[src/rtl/frac_baud_generator_pkg.sv]
// Shared constants and helpers for the fractional baud generator:
// the reset divisor calculation, the minimum legal divisor and a clog2.
package frac_baud_generator_pkg;

    localparam int unsigned MIN_DIV = 2;

    typedef enum logic [1:0] {
        LD_NONE,
        LD_ACCEPT,
        LD_REJECT
    } load_kind_e;

    function automatic int unsigned clog2(input int unsigned v);
        int unsigned r;
        r = 0;
        for (longint unsigned p = 1; p < longint'(v); p = p << 1)
            r++;
        return r;
    endfunction

    function automatic longint unsigned def_int(input longint unsigned clk_hz,
                                                input longint unsigned baud,
                                                input longint unsigned os);
        return clk_hz / (baud * os);
    endfunction

    function automatic longint unsigned def_frac(input longint unsigned clk_hz,
                                                 input longint unsigned baud,
                                                 input longint unsigned os,
                                                 input int unsigned     frac_w);
        return ((clk_hz % (baud * os)) << frac_w) / (baud * os);
    endfunction

endpackage

[src/rtl/frac_baud_generator_if.sv]
// Control/tick bundle between the baud generator and its user (RX/TX FSM).
interface frac_baud_generator_if #(
    parameter int unsigned DIV_W  = 16,
    parameter int unsigned FRAC_W = 8
);
    logic              enable;
    logic [DIV_W-1:0]  div_int;
    logic [FRAC_W-1:0] div_frac;
    logic              load;
    logic              resync;
    logic              tick;
    logic              mid_tick;
    logic              bit_tick;
    logic              cfg_err;

    modport master (
        output enable, div_int, div_frac, load, resync,
        input  tick, mid_tick, bit_tick, cfg_err
    );

    modport slave (
        input  enable, div_int, div_frac, load, resync,
        output tick, mid_tick, bit_tick, cfg_err
    );
endinterface

[src/rtl/frac_baud_generator_tick_subdivider.sv]
// Counts oversample ticks modulo OVERSAMPLE and flags the mid-bit and
// end-of-bit ticks; usable standalone at OVERSAMPLE=1 (every tick is both).
module frac_baud_generator_tick_subdivider
    import frac_baud_generator_pkg::*;
#(
    parameter int unsigned OVERSAMPLE = 16
) (
    input  logic clk,
    input  logic rst_n,
    input  logic i_enable,
    input  logic i_tick,
    input  logic i_resync,
    output logic o_mid,
    output logic o_bit
);
    localparam int unsigned SUB_W = (OVERSAMPLE > 1) ? clog2(OVERSAMPLE) : 1;
    localparam logic [SUB_W-1:0] SUB_LAST = SUB_W'(OVERSAMPLE - 1);
    localparam logic [SUB_W-1:0] SUB_MID  = SUB_W'((OVERSAMPLE > 1) ? (OVERSAMPLE / 2 - 1) : 0);

    logic [SUB_W-1:0] r_sub;
    logic             r_mid;
    logic             r_bit;
    logic             w_evt;

    assign w_evt = i_enable && i_tick && !i_resync;

    always_ff @(posedge clk) begin
        if (!rst_n) begin
            r_sub <= '0;
            r_mid <= 1'b0;
            r_bit <= 1'b0;
        end else begin
            r_mid <= 1'b0;
            r_bit <= 1'b0;
            if (i_resync) begin
                r_sub <= '0;
            end else if (w_evt) begin
                // Flags reflect the sub value of the tick being issued, not the next one.
                r_sub <= (r_sub == SUB_LAST) ? '0 : r_sub + SUB_W'(1);
                r_mid <= (r_sub == SUB_MID);
                r_bit <= (r_sub == SUB_LAST);
            end
        end
    end

    assign o_mid = r_mid;
    assign o_bit = r_bit;

endmodule

[src/rtl/frac_baud_generator.sv]
// Fractional-N oversample tick generator: average period div_int + div_frac/2^FRAC_W,
// glitch-free divisor updates at tick boundaries, and phase resync for start-bit alignment.
module frac_baud_generator
    import frac_baud_generator_pkg::*;
#(
    parameter int unsigned CLK_HZ     = 100000000,
    parameter int unsigned BAUD       = 19200,
    parameter int unsigned OVERSAMPLE = 16,
    parameter int unsigned DIV_W      = 16,
    parameter int unsigned FRAC_W     = 8
) (
    input  logic                  clk,
    input  logic                  rst_n,
    frac_baud_generator_if.slave  bus
);
    localparam logic [DIV_W-1:0]  DEF_INT  = DIV_W'(def_int(CLK_HZ, BAUD, OVERSAMPLE));
    localparam logic [FRAC_W-1:0] DEF_FRAC = FRAC_W'(def_frac(CLK_HZ, BAUD, OVERSAMPLE, FRAC_W));

    logic [DIV_W-1:0]  r_cnt;
    logic [FRAC_W-1:0] r_acc;
    logic              r_ext;
    logic [DIV_W-1:0]  r_act_int;
    logic [FRAC_W-1:0] r_act_frac;
    logic [DIV_W-1:0]  r_sh_int;
    logic [FRAC_W-1:0] r_sh_frac;
    logic              r_pend;
    logic              r_tick;
    logic              r_cfg_err;

    load_kind_e        w_ld_kind;
    logic              w_last;
    logic              w_evt;
    logic              w_carry;
    logic [FRAC_W-1:0] w_acc_nxt;
    logic              w_mid;
    logic              w_bit;

    always_comb begin
        w_ld_kind = LD_NONE;
        if (bus.load)
            w_ld_kind = (bus.div_int >= DIV_W'(MIN_DIV)) ? LD_ACCEPT : LD_REJECT;
        // cnt == act_int + ext - 1 without widening: act_int >= 2 so no underflow.
        w_last = r_ext ? (r_cnt == r_act_int) : (r_cnt == r_act_int - DIV_W'(1));
        w_evt  = bus.enable && w_last && !bus.resync;
        {w_carry, w_acc_nxt} = {1'b0, r_acc} + {1'b0, r_act_frac};
    end

    always_ff @(posedge clk) begin
        if (!rst_n) begin
            r_cnt      <= '0;
            r_acc      <= '0;
            r_ext      <= 1'b0;
            r_act_int  <= DEF_INT;
            r_act_frac <= DEF_FRAC;
            r_sh_int   <= DEF_INT;
            r_sh_frac  <= DEF_FRAC;
            r_pend     <= 1'b0;
            r_tick     <= 1'b0;
            r_cfg_err  <= 1'b0;
        end else begin
            r_tick <= 1'b0;
            if (bus.resync) begin
                r_cnt <= '0;
                r_acc <= '0;
                r_ext <= 1'b0;
                if (w_ld_kind == LD_ACCEPT) begin
                    r_act_int  <= bus.div_int;
                    r_act_frac <= bus.div_frac;
                    r_pend     <= 1'b0;
                end
            end else begin
                if (w_evt) begin
                    r_cnt  <= '0;
                    r_acc  <= w_acc_nxt;
                    r_ext  <= w_carry;
                    r_tick <= 1'b1;
                    if (r_pend) begin
                        r_act_int  <= r_sh_int;
                        r_act_frac <= r_sh_frac;
                        r_pend     <= 1'b0;
                    end
                end else if (bus.enable) begin
                    r_cnt <= r_cnt + DIV_W'(1);
                end
                // A load coincident with a boundary lands in the shadow for the following one.
                if (w_ld_kind == LD_ACCEPT) begin
                    r_sh_int  <= bus.div_int;
                    r_sh_frac <= bus.div_frac;
                    r_pend    <= 1'b1;
                end
            end
            if (w_ld_kind != LD_NONE)
                r_cfg_err <= (w_ld_kind == LD_REJECT);
        end
    end

    frac_baud_generator_tick_subdivider #(
        .OVERSAMPLE (OVERSAMPLE)
    ) u_sub (
        .clk      (clk),
        .rst_n    (rst_n),
        .i_enable (bus.enable),
        .i_tick   (w_last),
        .i_resync (bus.resync),
        .o_mid    (w_mid),
        .o_bit    (w_bit)
    );

    assign bus.tick     = r_tick;
    assign bus.mid_tick = w_mid;
    assign bus.bit_tick = w_bit;
    assign bus.cfg_err  = r_cfg_err;

endmodule
[src/flat_wrapper.sv]
// flat-port wrapper written by rule: the top's interface ports become plain ports
module frac_baud_generator_flat import frac_baud_generator_pkg::*;
#(
    parameter int unsigned CLK_HZ     = 100000000,
    parameter int unsigned BAUD       = 19200,
    parameter int unsigned OVERSAMPLE = 16,
    parameter int unsigned DIV_W      = 16,
    parameter int unsigned FRAC_W     = 8
)
  (clk, rst_n, bus_enable, bus_div_int, bus_div_frac, bus_load, bus_resync, bus_tick, bus_mid_tick, bus_bit_tick, bus_cfg_err);
  frac_baud_generator_if #(.DIV_W(DIV_W), .FRAC_W(FRAC_W)) bus_i ();
  input  logic clk;
  input  logic rst_n;
  input wire logic [$bits(bus_i.enable)-1:0] bus_enable;
  input wire logic [$bits(bus_i.div_int)-1:0] bus_div_int;
  input wire logic [$bits(bus_i.div_frac)-1:0] bus_div_frac;
  input wire logic [$bits(bus_i.load)-1:0] bus_load;
  input wire logic [$bits(bus_i.resync)-1:0] bus_resync;
  output wire logic [$bits(bus_i.tick)-1:0] bus_tick;
  output wire logic [$bits(bus_i.mid_tick)-1:0] bus_mid_tick;
  output wire logic [$bits(bus_i.bit_tick)-1:0] bus_bit_tick;
  output wire logic [$bits(bus_i.cfg_err)-1:0] bus_cfg_err;
  assign bus_i.enable = bus_enable;
  assign bus_i.div_int = bus_div_int;
  assign bus_i.div_frac = bus_div_frac;
  assign bus_i.load = bus_load;
  assign bus_i.resync = bus_resync;
  assign bus_tick = bus_i.tick;
  assign bus_mid_tick = bus_i.mid_tick;
  assign bus_bit_tick = bus_i.bit_tick;
  assign bus_cfg_err = bus_i.cfg_err;
  frac_baud_generator #(.CLK_HZ(CLK_HZ), .BAUD(BAUD), .OVERSAMPLE(OVERSAMPLE), .DIV_W(DIV_W), .FRAC_W(FRAC_W)) u_core (.clk(clk), .rst_n(rst_n), .bus(bus_i));
endmodule
[config.mk]
export PLATFORM = sky130hd
export DESIGN_NAME = frac_baud_generator_flat
export DESIGN_NICKNAME = d
export VERILOG_FILES = /design/src/rtl/frac_baud_generator_pkg.sv /design/src/rtl/frac_baud_generator_if.sv /design/src/rtl/frac_baud_generator_tick_subdivider.sv /design/src/rtl/frac_baud_generator.sv /design/src/flat_wrapper.sv
export SDC_FILE = /design/constraint.sdc
export NUM_CORES = 1
export LEC_CHECK = 0
export ABC_AREA = 1
export ABC_CLOCK_PERIOD_IN_PS = 2600
export CORE_ASPECT_RATIO = 1.2
export CORE_MARGIN = 5
export CORE_UTILIZATION = 35
export DETAILED_ROUTE_END_ITERATION = 6
export GPL_ROUTABILITY_DRIVEN = 0
export PLACE_DENSITY = 0.51
export SYNTH_ARGS = -nofsm -noshare
export SYNTH_HDL_FRONTEND = slang
export SYNTH_HIERARCHICAL = 1
export SYNTH_SLANG_ARGS = --single-unit
[constraint.sdc]
create_clock -name clk -period 2.6 [get_ports clk]
set_input_delay 0.52 -clock clk [delete_from_list [all_inputs] [get_ports clk]]
set_output_delay 0.52 -clock clk [all_outputs]
set_load 0.02 [all_outputs]
-- After elaboration in Yosys (flattened, before gate mapping)
Index checks and enable logic that the tools add are counted.
- flip-flop bits (word level): 82
- word-level logic and storage cells: 58
- input port bits: 29
- output and inout port bits: 4
- add/subtract/negate cells: 4
- order comparisons: 1
- bitwise logic cells: 3
- reductions and logical operators: 13
- muxes and demuxes: 17
- equality and inequality tests: 7
- operators by type and width (operator ; count):
    two-way mux 16 bit ; 4
    equality test 16 bit ; 2
    two-way mux 8 bit ; 4
    adder 16 x 1 -> 16 bit, second input constant ; 1
    greater-or-equal comparator 16 x 2 -> 1 bit, second input constant ; 1
    subtractor 16 x 1 -> 16 bit, second input constant ; 1
    adder 8 x 8 -> 9 bit ; 1
    nonzero test 2 bit ; 4
    two-way mux 1 bit ; 6
    OR reduction 3 bit ; 2
    adder 4 x 1 -> 4 bit, second input constant ; 1
    equality test 4 x 3 -> 1 bit, second input constant ; 1
    equality test 4 bit, second input constant ; 1
    two-way mux 2 bit ; 2
    two-way mux 4 bit ; 1
    AND reduction 2 bit ; 2
    inverter 1 bit ; 3
    AND reduction 3 bit ; 1
    equality test 2 x 1 -> 1 bit, second input constant ; 1
    equality test 2 bit, second input constant ; 1
    logical AND 1 bit ; 2
    != test 2 x 1 -> 1 bit, second input constant ; 1
    OR reduction 2 bit ; 1
    logical NOT 1 bit ; 1

-- Depth between registers and ports, before layout
Gate-level depths: netlist of run 1.
- depth after elaboration: 8
- gate-level depth with buffers: 17
- gate-level depth less buffers: 17

-- Hierarchy
The synthesis of run 1 kept the hierarchy.
- modules (own cells, without submodules) (module ; times used ; cells an instance ; seq. area each (um2) ; area an instance (um2)):
    frac_baud_generator ; 1 ; 632 ; 1521.5 ; 4275.4
    frac_baud_generator_tick_subdivider ; 1 ; 40 ; 120.1 ; 282.8

-- Worst setup path before layout of run 1
OpenSTA, ideal clock, no wires.
- path type: register to register
- start point: reg u_core.r_act_int[0]
- end point: reg u_core.u_sub.r_sub[1]
- cell stages (with the launch flop): 16
- setup slack: 0.505 ns
- data required time: 2.484 ns
- setup time: 0.116 ns
- buffers on the path: 0
- clock period less this slack: 2.095 ns
- data arrival time: 1.980 ns
- cells stage by stage: dfxtp_1 inv_2 ha_1 or2_0 nand3_1 nand2_1 nor2_1 nand3_1 nor2_2 nand2_2 nor4_1 nand2_1 nor2_4 inv_1 nor2_1 nor2_1
- cells in the longest elaborated chain, start to end: 5
- elaborated cells on any way between the ends: 6
- those cells by class: add/sub: 1; eq/ne: 2; mux: 1; reduce/logical: 2
- ends and longest elaborated chain (element ; line ; source):
    start, declared ; frac_baud_generator.sv:22 ; logic [DIV_W-1:0] r_act_int;
    start signal, assigned ; frac_baud_generator.sv:67 ; r_act_int <= bus.div_int;
    start signal, assigned ; frac_baud_generator.sv:78 ; r_act_int <= r_sh_int;
    subtractor 16 x 1 -> 16 bit ; frac_baud_generator.sv:43 ; w_last = r_ext ? (r_cnt == r_act_int) : (r_cnt == r_act_int - DIV_W'(1));
    equality test 16 bit ; frac_baud_generator.sv:43 ;
    two-way mux 1 bit (*) ; frac_baud_generator.sv:43 ;
    net u_core.w_last ; frac_baud_generator.sv:31 ; logic w_last;
    logical AND 1 bit (*) (2 in a row) ; frac_baud_generator_tick_subdivider.sv:25 ; assign w_evt = i_enable && i_tick && !i_resync;
    end signal, assigned ; frac_baud_generator_tick_subdivider.sv:39 ; r_sub <= (r_sub == SUB_LAST) ? '0 : r_sub + SUB_W'(1);
    end, declared ; frac_baud_generator_tick_subdivider.sv:20 ; logic [SUB_W-1:0] r_sub;
Mark *: on every way through the listed nets, which the timed path passes. The rest lies on a longest branch.
A chain may end at the register's enable or synchronous reset.

-- Worst setup path in the final report of run 1
- start point: reg u_core.r_act_int[1]
- end point: reg u_core.r_act_int[15]
- cells in the longest elaborated chain, start to end: 7
- elaborated cells on any way between the ends: 8
- those cells by class: add/sub: 1; eq/ne: 2; mux: 1; reduce/logical: 4
- ends and longest elaborated chain (element ; line ; source):
    subtractor 16 x 1 -> 16 bit ; frac_baud_generator.sv:43 ;
    equality test 16 bit ; frac_baud_generator.sv:43 ;
    two-way mux 1 bit (*) ; frac_baud_generator.sv:43 ;
    logical AND 1 bit (*) (2 in a row) ; frac_baud_generator.sv:44 ; w_evt = bus.enable && w_last && !bus.resync;
    nonzero test 2 bit (no source line) (*) ; - ;
    AND reduction 3 bit (no source line) (*) ; - ;
Every way passes the cells marked *; elsewhere a longest branch is shown, timed or not.

==> metrics.md, run 1 <==
| Metric | Value |
|---|---|
| Area grow syn2layout | `19.7%` |
| I/O Buffers | `32` |
| DR vias/cell | `4.74` |
| Clock sinks | `82` |
| Total Routing Usage GR | `0.147` |
| Required @ worst endpoint | `2.83 ns` |
| Initial DRC Count | `214` |
| Routed vias | `4153` |
| Pwr/cell area | `563 mW/mm^2` |
| Crit end category | `flop` |
| Critical path startpoint category | `flop` |
| Clock-pin slew on the worst setup and hold paths | `0.07 ns` |
| Post-synth cell types | `42` |
| Arrival time worst endpoint | `2.55 ns` |
| Hold Slack | `0.447 ns` |
| Post-synth EDFFs | `0` |
| Clock tree root buffer cell | `clkbuf_16` |
| Nets@finish | `748` |
| Proportion of layout cells with a drive suffix above 1 | `0.0955` |
| Critical Path Fanout Max | `42` |
| Post-synth top area cell | `dfxtp_1` |
| RSZ-0062 raised after global routing | `false` |
| Vert. Die Dim | `135 um` |
| Status | `completed` |
| First-pass GRT wire length | `18400 um` |
| Met1 Routed Length | `5420 um` |
| H-tree depth | `3` |
| Synthesized flop and latch total | `82` |
| Io pins | `33` |
| ANT nets after route | `0` |
| Synth Net Count | `713` |
| Crit Path Class | `flop to flop` |
| Clk_skew | `0.0102 ns` |
| Period utilization | `0.891` |
| Hold_sp | `u_core/r_sh_frac[1]` |
| Most common library cells after synthesis | `176 x nand2_1, 82 x dfxtp_1, 72 x inv_1, 64 x nor2_1, 59 x nand3_1` |
| R2R Path Start | `u_core/r_act_int[1]` |
| DRC viols | `0` |
| Fin. max-slew vios | `0` |
| CTS tree | `built` |
| Static Leak | `2.42 nW` |
| DR pass1 iterations | `4` |
| R2R setup slack | `0.28 ns` |
| Synth Warn # | `6` |
| Cell with the most instances after synthesis | `nand2_1` |
| Met2 wire len | `4990 um` |
| Initial antenna violation count | `0` |
| Final WL | `10800 um` |
| Hold path endpoint | `u_core/r_sh_frac[1]` |
| Grt ovf | `0` |
| Syn avg cell area | `6.78 um^2` |
| Total CTS buffers | `9` |
| Final hold vios | `0` |
| Routed WL per cell | `12.3 um` |
| Sequential element share of the synthesized area | `0.360` |
| Achievable frequency | `0.432 GHz` |
| Actual slew at the worst max-slew pin | `0.485 ns` |
| Initial core utilization | `0.358` |
| Setup WS post-layout | `0.284 ns` |
| Pin count of the biggest net entering global routing | `51` |
| Post-synth ARST share | `0` |
| Fin Setup TNS | `0 ns` |
| Reg-to-reg endpoint | `u_core/r_act_int[15]` |
| Core ar. | `0.0127 mm^2` |
| Top post-synthesis cells by area | `dfxtp_1 36%, nand2_1 14%, nand3_1 6.5%` |
| Clk_lat worst skew | `0.34 ns` |
| Hold Crit Class | `flop to flop` |
| Hold path cells | `2` |
| Setup-failing EPs final | `0` |
| CTS max path bufs | `2` |
| Uppermost layer routed | `met4` |
| Post-Syn Instances | `672` |
| Worst r2r path cells | `14` |
| Max_slew headroom | `0.677` |
| Max cap viols | `0` |
| DR WL met3 | `274 um` |
| Die width | `114 um` |
| Tmin final | `2.32 ns` |
| Post-synthesis cell area | `0.00456 mm^2` |
| Final non-filler cell total | `876` |
| Setup WS pre-CTS | `0.133 ns` |
| Top FF cell, synth | `dfxtp_1` |
| Die footprint | `0.0154 mm^2` |
| Row count | `45` |
| Share of the synthesized area in the top cell type | `0.360` |
| Vias in the first global route | `3876` |
| DP Wirelength | `8190 um` |
| Inst Count DP | `859` |
| Inserted Diodes | `0` |
| Maximum vdd drop | `0.317 mV` |
## repair_timing
| item | CTS | global route |
|---|---|---|
| setup buffers | 0 | 1 |
| resized for setup | 0 | 3 |
| hold buffers | 0 | 0 |
| endpoints found under the setup margin | 0 | 9 |
## per-layer routing
layer / up-vias / track usage
met4: 0 / 0.0515
met5: - / 0
met3: 6 / 0.0260
met2: 58 / 0.237
li1: 2235 / -
met1: 1854 / 0.197
## flip-flops by register name (all words and copies together) (netlist names)
name	flops
u_core/r_act_int	16
u_core/u_sub/r_sub	4
u_core/bus.cfg_err	1
u_core/r_pend	1
u_core/r_sh_int	16
u_core/r_cnt	16
u_core/u_sub/o_bit	1
u_core/r_acc	8
u_core/bus.tick	1
u_core/r_act_frac	8
u_core/r_sh_frac	8
u_core/r_ext	1
u_core/u_sub/o_mid	1
## critical path, cell delays in order, from the launching register on
cell     delay [ns]
dfxtp_1        0.37
inv_1          0.08
ha_1           0.29
or2_0          0.20
nand3_1        0.07
nand2_1        0.05
nor2_1         0.08
nand3_1        0.08
nor2_2         0.09
nand2_2        0.08
nor2_4         0.17
nand4_4        0.11
buf_12         0.20
a21oi_1        0.25
nor2_1         0.08
## placed cells by master, fill, tap and decap left out, drive strengths merged, types with 3 or more instances in the layout
| master | instances |
|---|---|
| clkdlybuf4s50 | 32 |
| inv | 80 |
| buf | 17 |
| xor2 | 8 |
| a21oi | 46 |
| or2 | 5 |
| nand3b | 8 |
| nor4 | 4 |
| clkinv | 4 |
| nand2 | 180 |
| nand4 | 5 |
| ha | 11 |
| nor3 | 9 |
| o21ai | 43 |
| nor2 | 78 |
| a211oi | 3 |
| nand3 | 62 |
| dfxtp | 82 |
| nor3b | 3 |
| xnor2 | 7 |
| clkbuf | 10 |
| o21bai | 3 |
| a22oi | 3 |
## layout make-up
| type | count | area (um^2) |
|---|---|---|
| fill | 1390 | 7270 |
| multi-input combinational | 486 | 2510 |
| sequential | 82 | 1640 |
| timing repair buffer | 49 | 485 |
| inverter | 79 | 297 |
| clock buffer | 10 | 239 |
| tap | 164 | 205 |
| clock inverter | 6 | 73.8 |
## power breakdown
group,leakage [nW],switching [mW],internal (mW)
logic,1.59,0.221,0.160
clock network,0.154,0.560,0.783
registers,0.671,0.0378,1.31
## cell families after synthesis
| logic type | synth area share |
|---|---|
| adders and majority gates | 0.0346 |
| buffers and inverters | 0.0906 |
| xor gates and xnor gates | 0.0390 |
| and+or+nand+nor | 0.357 |
| AOI/OAI and AO/OA | 0.119 |
| DFF | 0.360 |
## metrics by stage
stage               area, um^2  total power [mW]   util
finish                    5460              3.07  0.429
CTS                       5440              3.11  0.427
detailed placement        5120              1.76  0.403
floorplan                 4560              1.62      -
global placement          5120              1.75  0.403
global route              5460              3.22  0.429
## how the worst max path moves through the flow
| stage | end | slack, ns | start |
|---|---|---|---|
| final | u_core/r_act_int[15] | 0.28 | u_core/r_act_int[1] |
| after global routing | u_core/u_sub/o_bit | 0.05 | u_core/r_act_int[1] |
| after CTS | u_core/r_ext | 0.17 | u_core/r_act_int[0] |
| after detailed placement | u_core/r_cnt[12] | 0.13 | bus_enable |
| after global placement | u_core/r_cnt[12] | 0.18 | bus_enable |
| after floorplan | u_core/u_sub/r_sub[1] | 0.50 | u_core/r_act_int[0] |
Note: power is estimated with default switching activity, not from simulation.
==> run 2, diff against run 1 <==
PLACE_DENSITY = 0.63   (was 0.51)
==> metrics.md, run 2 (synthesis gave the netlist of run 1 again) <==
| Metric | Value |
|---|---|
| Inserted Diodes | `0 (unchanged)` |
| First-pass GRT wire length | `18300 um (-0.45%)` |
| I/O Buffers | `32 (unchanged)` |
| Most common cell after layout, fill and taps aside | `nand2_1` |
| Crit path max-delay family | `simple AND/OR/NAND/NOR gates` |
| Clk_lat worst skew | `0.34 ns (about the same)` |
| Core ar. | `0.0127 mm^2 (unchanged)` |
| Crit Path Class | `flop to flop` |
| Routed vias | `4225 (+1.7%)` |
| Pwr/cell area | `556 mW/mm^2 (-1.2%)` |
| Static Leak | `2.40 nW (-0.67%)` |
| FF+latch area | `0.00164 mm^2 (unchanged)` |
| Final hold vios | `0 (unchanged)` |
| Setup WS post-layout | `0.259 ns (-0.0251 ns)` |
| Critical-path cell list | `inv_1 -> ha_1 -> or2_0 -> nand3_1 -> nand2_1 -> nor2_1 -> nand3_1 -> nor2_2 -> nand2_2 -> nor4_2 -> nand2_1 -> nor2_4 -> inv_1 -> nor2_1 -> nor2_1` |
| Total CTS buffers | `9 (unchanged)` |
| Critical Path Max Stage Delay | `0.35 ns (-0.02 ns)` |
| Fin Setup TNS | `0 ns (unchanged)` |
| Initial core utilization | `0.358 (unchanged)` |
| Setup-failing EPs final | `0 (unchanged)` |
| Clock tree root buffer cell | `clkbuf_16` |
| Die width | `114 um (unchanged)` |
| H-tree depth | `3 (unchanged)` |
| Clock sinks | `82 (unchanged)` |
| Critical path startpoint category | `flop` |
| Post-cts sizing count | `0 (unchanged)` |
| Grt ovf | `0 (unchanged)` |
| Max cap viols | `0 (unchanged)` |
| R2R Path Start | `u_core/r_act_int[1]` |
| Setup WS pre-CTS | `0.0841 ns (-0.0485 ns)` |
| CTS max path bufs | `2 (unchanged)` |
| Maximum vdd drop | `0.270 mV (-15%)` |
| Die footprint | `0.0154 mm^2 (unchanged)` |
| Total Routing Usage GR | `0.143 (-0.00362)` |
| Post-CTS Setup Bufs | `0 (unchanged)` |
| CP Buf/Inv Count | `2 (unchanged)` |
| Routed WL per cell | `12.1 um (-1.7%)` |
| Area grow syn2layout | `19.1%` |
| Finished Core Util | `0.427 (-0.00197)` |
| Row count | `45 (unchanged)` |
| Nets@finish | `748 (unchanged)` |
| DR pass1 iterations | `5 (+1)` |
| Area of the multi-input gates | `0.00251 mm^2 (about the same)` |
| Proportion of layout cells with a drive suffix above 1 | `0.0928 (-0.00268)` |
| DR vias/cell | `4.83 (+1.8%)` |
| Pin count of the biggest net entering global routing | `51 (unchanged)` |
| Arrival time worst endpoint | `2.57 ns (+0.02 ns)` |
| Final WL | `10600 um (-1.8%)` |
| Most frequent cells in the layout | `176 x nand2_1, 81 x dfxtp_1, 72 x inv_1, 64 x nor2_1, 59 x nand3_1` |
| ANT nets after route | `0 (unchanged)` |
| Critical Path Fanout Max | `6 (-86%)` |
| Vert. Die Dim | `135 um (unchanged)` |
| Hold Crit Class | `flop to flop` |
| Achievable frequency | `0.427 GHz (-1.1%)` |
| Regs by FF count | `u_core/r_act_int x16, u_core/r_cnt x16, u_core/r_sh_int x16` |
| Required @ worst endpoint | `2.83 ns (about the same)` |
| Filler cell count | `1341 (-3.5%)` |
| Clock-pin slew on the worst setup and hold paths | `0.06 ns (about the same)` |
| Max_slew headroom | `0.676 (about the same)` |
| Hold_buf cts | `0 (unchanged)` |
| CP startpoint | `u_core/r_act_int[1]` |
| Initial antenna violation count | `0 (unchanged)` |
| Clk_skew | `0.00735 ns (-0.00280 ns)` |
| Actual slew at the worst max-slew pin | `0.485 ns (+0.000585 ns)` |
| Tmin final | `2.34 ns (+0.0251 ns)` |
| Status | `completed` |
| CTS tree | `built` |
| Slowest CP cell | `dfxtp_2` |
| Crit end category | `flop` |
| Fin. max-slew vios | `0 (unchanged)` |
| Most frequent cell on the critical path | `nor2_1` |
| Total power | `3.02 mW (-1.6%)` |
| RSZ-0062 raised after global routing | `false` |
| Period utilization | `0.900 (+0.00965)` |
| DP Wirelength | `7970 um (-2.7%)` |
| Hold_sp | `u_core/r_sh_frac[3]` |
| Hold Slack | `0.446 ns (-0.00100 ns)` |
| Initial DRC Count | `218 (+1.9%)` |
| DRC viols | `0 (unchanged)` |
| Io pins | `33 (unchanged)` |
| Vias in the first global route | `4027 (+3.9%)` |
## run 2: final timing paths
path | endpoint | slack [ns] | depth (start not counted)
max reg2reg | u_core/u_sub/r_sub[1] | 0.26 | 15
min reg2reg | u_core/r_sh_frac[3] | 0.45 | 2
max | u_core/u_sub/r_sub[1] | 0.26 | 15
min | u_core/r_sh_frac[3] | 0.45 | 2
## run 2: through the flow
step	cells	cell area, um^2
6_report	875	5430
5_1_grt	875	5430
4_1_cts	875	5420
3_5_place_dp	860	5120
3_3_place_gp	860	5120
2_1_floorplan	672	4560
## run 2: power breakdown
| part | internal (mW) | switching, mW |
|---|---|---|
| sequential | 1.31 | 0.0399 |
| clock | 0.771 | 0.519 |
| combinational | 0.160 | 0.220 |
| total | 2.24 | 0.779 |
## run 2: worst register-to-register path: cells and delay by family (launching register included)
family	cells	cell delay (ns)
AND/OR/NAND/NOR	12	1.43
adder cells (fa/ha/maj)	1	0.28
buffers and inverters	2	0.19
flip-flops	1	0.35
## run 2: cell type report
type	count	area share
Clock inverter	5	0.0118
Sequential cell	82	0.303
Tap cell	164	0.0378
Timing Repair Buffer	49	0.0871
Multi-Input combinational cell	486	0.462
Inverter	79	0.0546
Clock buffer	10	0.0440
## run 2: per-layer routing
metal  vias to the layer above  part of all wire  GRT usage
met3                        19             0.024     0.0193
li1                       2233                 -          -
met2                        59              0.47      0.234
met1                      1914              0.48      0.186
met5                         -                 0          0
met4                         0             0.026     0.0660
==> run 3, diff against run 2 <==
CAP_MARGIN = 20   (was default)
RECOVER_POWER = 100   (was default)
==> metrics.md, run 3 (synthesis gave the netlist of run 1 again) <==
| Metric | Value |
|---|---|
| Achievable frequency | `0.424 GHz (-0.76%)` |
| Arrival time worst endpoint | `2.63 ns (+0.06 ns)` |
| ANT nets after route | `0 (unchanged)` |
| Area of the multi-input gates | `0.00250 mm^2 (-0.20%)` |
| Clock sinks | `82 (unchanged)` |
| Initial core utilization | `0.358 (unchanged)` |
| Initial DRC Count | `211 (-3.2%)` |
| Regs by FF count | `u_core/r_act_int x16, u_core/r_cnt x16, u_core/r_sh_int x16` |
| Static Leak | `2.40 nW (about the same)` |
| DRC viols | `0 (unchanged)` |
| Actual slew at the worst max-slew pin | `0.967 ns (+0.482 ns)` |
| Max_slew headroom | `0.355 (-0.321)` |
| Area grow syn2layout | `18.4%` |
| DR pass1 iterations | `5 (unchanged)` |
| Setup-failing EPs final | `0 (unchanged)` |
| Routed vias | `4249 (+0.57%)` |
| Proportion of layout cells with a drive suffix above 1 | `0.0914 (-0.00141)` |
| Die footprint | `0.0154 mm^2 (unchanged)` |
| Initial antenna violation count | `0 (unchanged)` |
| Status | `completed` |
| Total CTS buffers | `9 (unchanged)` |
| First-pass GRT wire length | `18300 um (unchanged)` |
| Pwr/cell area | `559 mW/mm^2 (+0.55%)` |
| Grt ovf | `0 (unchanged)` |
| Final WL | `10600 um (+0.49%)` |
| Critical Path Fanout Max | `9 (+3)` |
| Filler cell count | `1346 (+0.37%)` |
| Inserted Diodes | `0 (unchanged)` |
| Clk_skew | `0.00754 ns (+0.000188 ns)` |
| Die width | `114 um (unchanged)` |
| Max cap viols | `0 (unchanged)` |
| DP Wirelength | `7970 um (unchanged)` |
| Routed WL per cell | `12.2 um (+0.49%)` |
| Hold_buf cts | `0 (unchanged)` |
| Vias in the first global route | `4027 (unchanged)` |
| Crit end category | `flop` |
| Clock-pin slew on the worst setup and hold paths | `0.06 ns (about the same)` |
| CTS tree | `built` |
| Row count | `45 (unchanged)` |
| Io pins | `33 (unchanged)` |
| Tmin final | `2.36 ns (+0.0179 ns)` |
| Critical path startpoint category | `flop` |
| I/O Buffers | `32 (unchanged)` |
| Nets@finish | `748 (unchanged)` |
| CTS max path bufs | `2 (unchanged)` |
| Clock tree root buffer cell | `clkbuf_16` |
| Fin Setup TNS | `0 ns (unchanged)` |
| Hold Crit Class | `flop to flop` |
| Required @ worst endpoint | `2.87 ns (+0.04 ns)` |
| Vert. Die Dim | `135 um (unchanged)` |
| Clk_lat worst skew | `0.34 ns (about the same)` |
| Total Routing Usage GR | `0.143 (unchanged)` |
| Most frequent cells in the layout | `176 x nand2_1, 81 x dfxtp_1, 72 x inv_1, 64 x nor2_1, 59 x nand3_1` |
| DR vias/cell | `4.86 (+0.57%)` |
| Final hold vios | `0 (unchanged)` |
| Core ar. | `0.0127 mm^2 (unchanged)` |
| H-tree depth | `3 (unchanged)` |
| Pin count of the biggest net entering global routing | `51 (unchanged)` |
| Finished Core Util | `0.424 (-0.00246)` |
| FF+latch area | `0.00164 mm^2 (unchanged)` |
| Fin. max-slew vios | `0 (unchanged)` |
| Most common cell after layout, fill and taps aside | `nand2_1` |
| Period utilization | `0.907 (+0.00689)` |
| RSZ-0062 raised after global routing | `false` |
| Maximum vdd drop | `0.270 mV (-0.17%)` |
| Crit Path Class | `flop to flop` |
## run 3: worst max-delay path: stages, from the launching register on
cell     delay [ns]
dfxtp_2        0.35
inv_1          0.07
ha_1           0.28
or2_0          0.20
nand3_1        0.06
nand2_1        0.05
nor2_1         0.08
nand3_1        0.10
nor2_2         0.11
nand2_2        0.09
nor2_4         0.16
nand3_4        0.08
buf_4          0.19
nor2_2         0.26
o21ai_1        0.11
o21ai_1        0.08
## run 3: area by class of cell
type,instances,area share
inverter,79,0.0549
clock buffer,10,0.0443
sequential,82,0.304
multi-input combinational,486,0.464
clock inverter,5,0.0118
tap,164,0.0380
timing repair buffer,49,0.0827
## run 3: final timing paths
path | to | start | cells past startpoint | slack [ns]
hold reg to reg | u_core/r_sh_frac[3] | u_core/r_sh_frac[3] | 2 | 0.45
hold / removal | u_core/r_sh_frac[3] | u_core/r_sh_frac[3] | 2 | 0.45
setup reg to reg | u_core/r_ext | u_core/r_act_int[1] | 15 | 0.24
setup / recovery | u_core/r_ext | u_core/r_act_int[1] | 15 | 0.24
## run 3: power by group
part           total, mW  switching (mW)  internal, mW
clock               1.29           0.522         0.771
sequential          1.35          0.0401          1.31
combinational      0.376           0.220         0.156
## run 3: repair_timing
item,in CTS,in global routing
setup buffers,0,0
resized for setup,0,2
setup endpoints to repair,0,6
## run 3: stage by stage
step / hold WS, ns / instances / setup slack [ns] / instance area [um^2] / power (mW)
global route: 0.467 / 875 / 0.00453 / 5400 / 3.17
detailed placement: 0.441 / 860 / 0.0841 / 5120 / 1.75
global placement: 0.434 / 860 / 0.0681 / 5120 / 1.75
finish: 0.447 / 875 / 0.241 / 5400 / 3.02
floorplan: 0.424 / 672 / 0.505 / 4560 / 1.62
CTS: 0.450 / 875 / 0.0915 / 5420 / 3.06
## run 3: per-layer routing
metal / up-vias / routed length (um) / GRT usage
met5: - / 0 / 0
met1: 1919 / 5110 / 0.186
met3: 17 / 304 / 0.0193
met2: 79 / 4950 / 0.234
met4: 0 / 266 / 0.0660
li1: 2234 / - / -
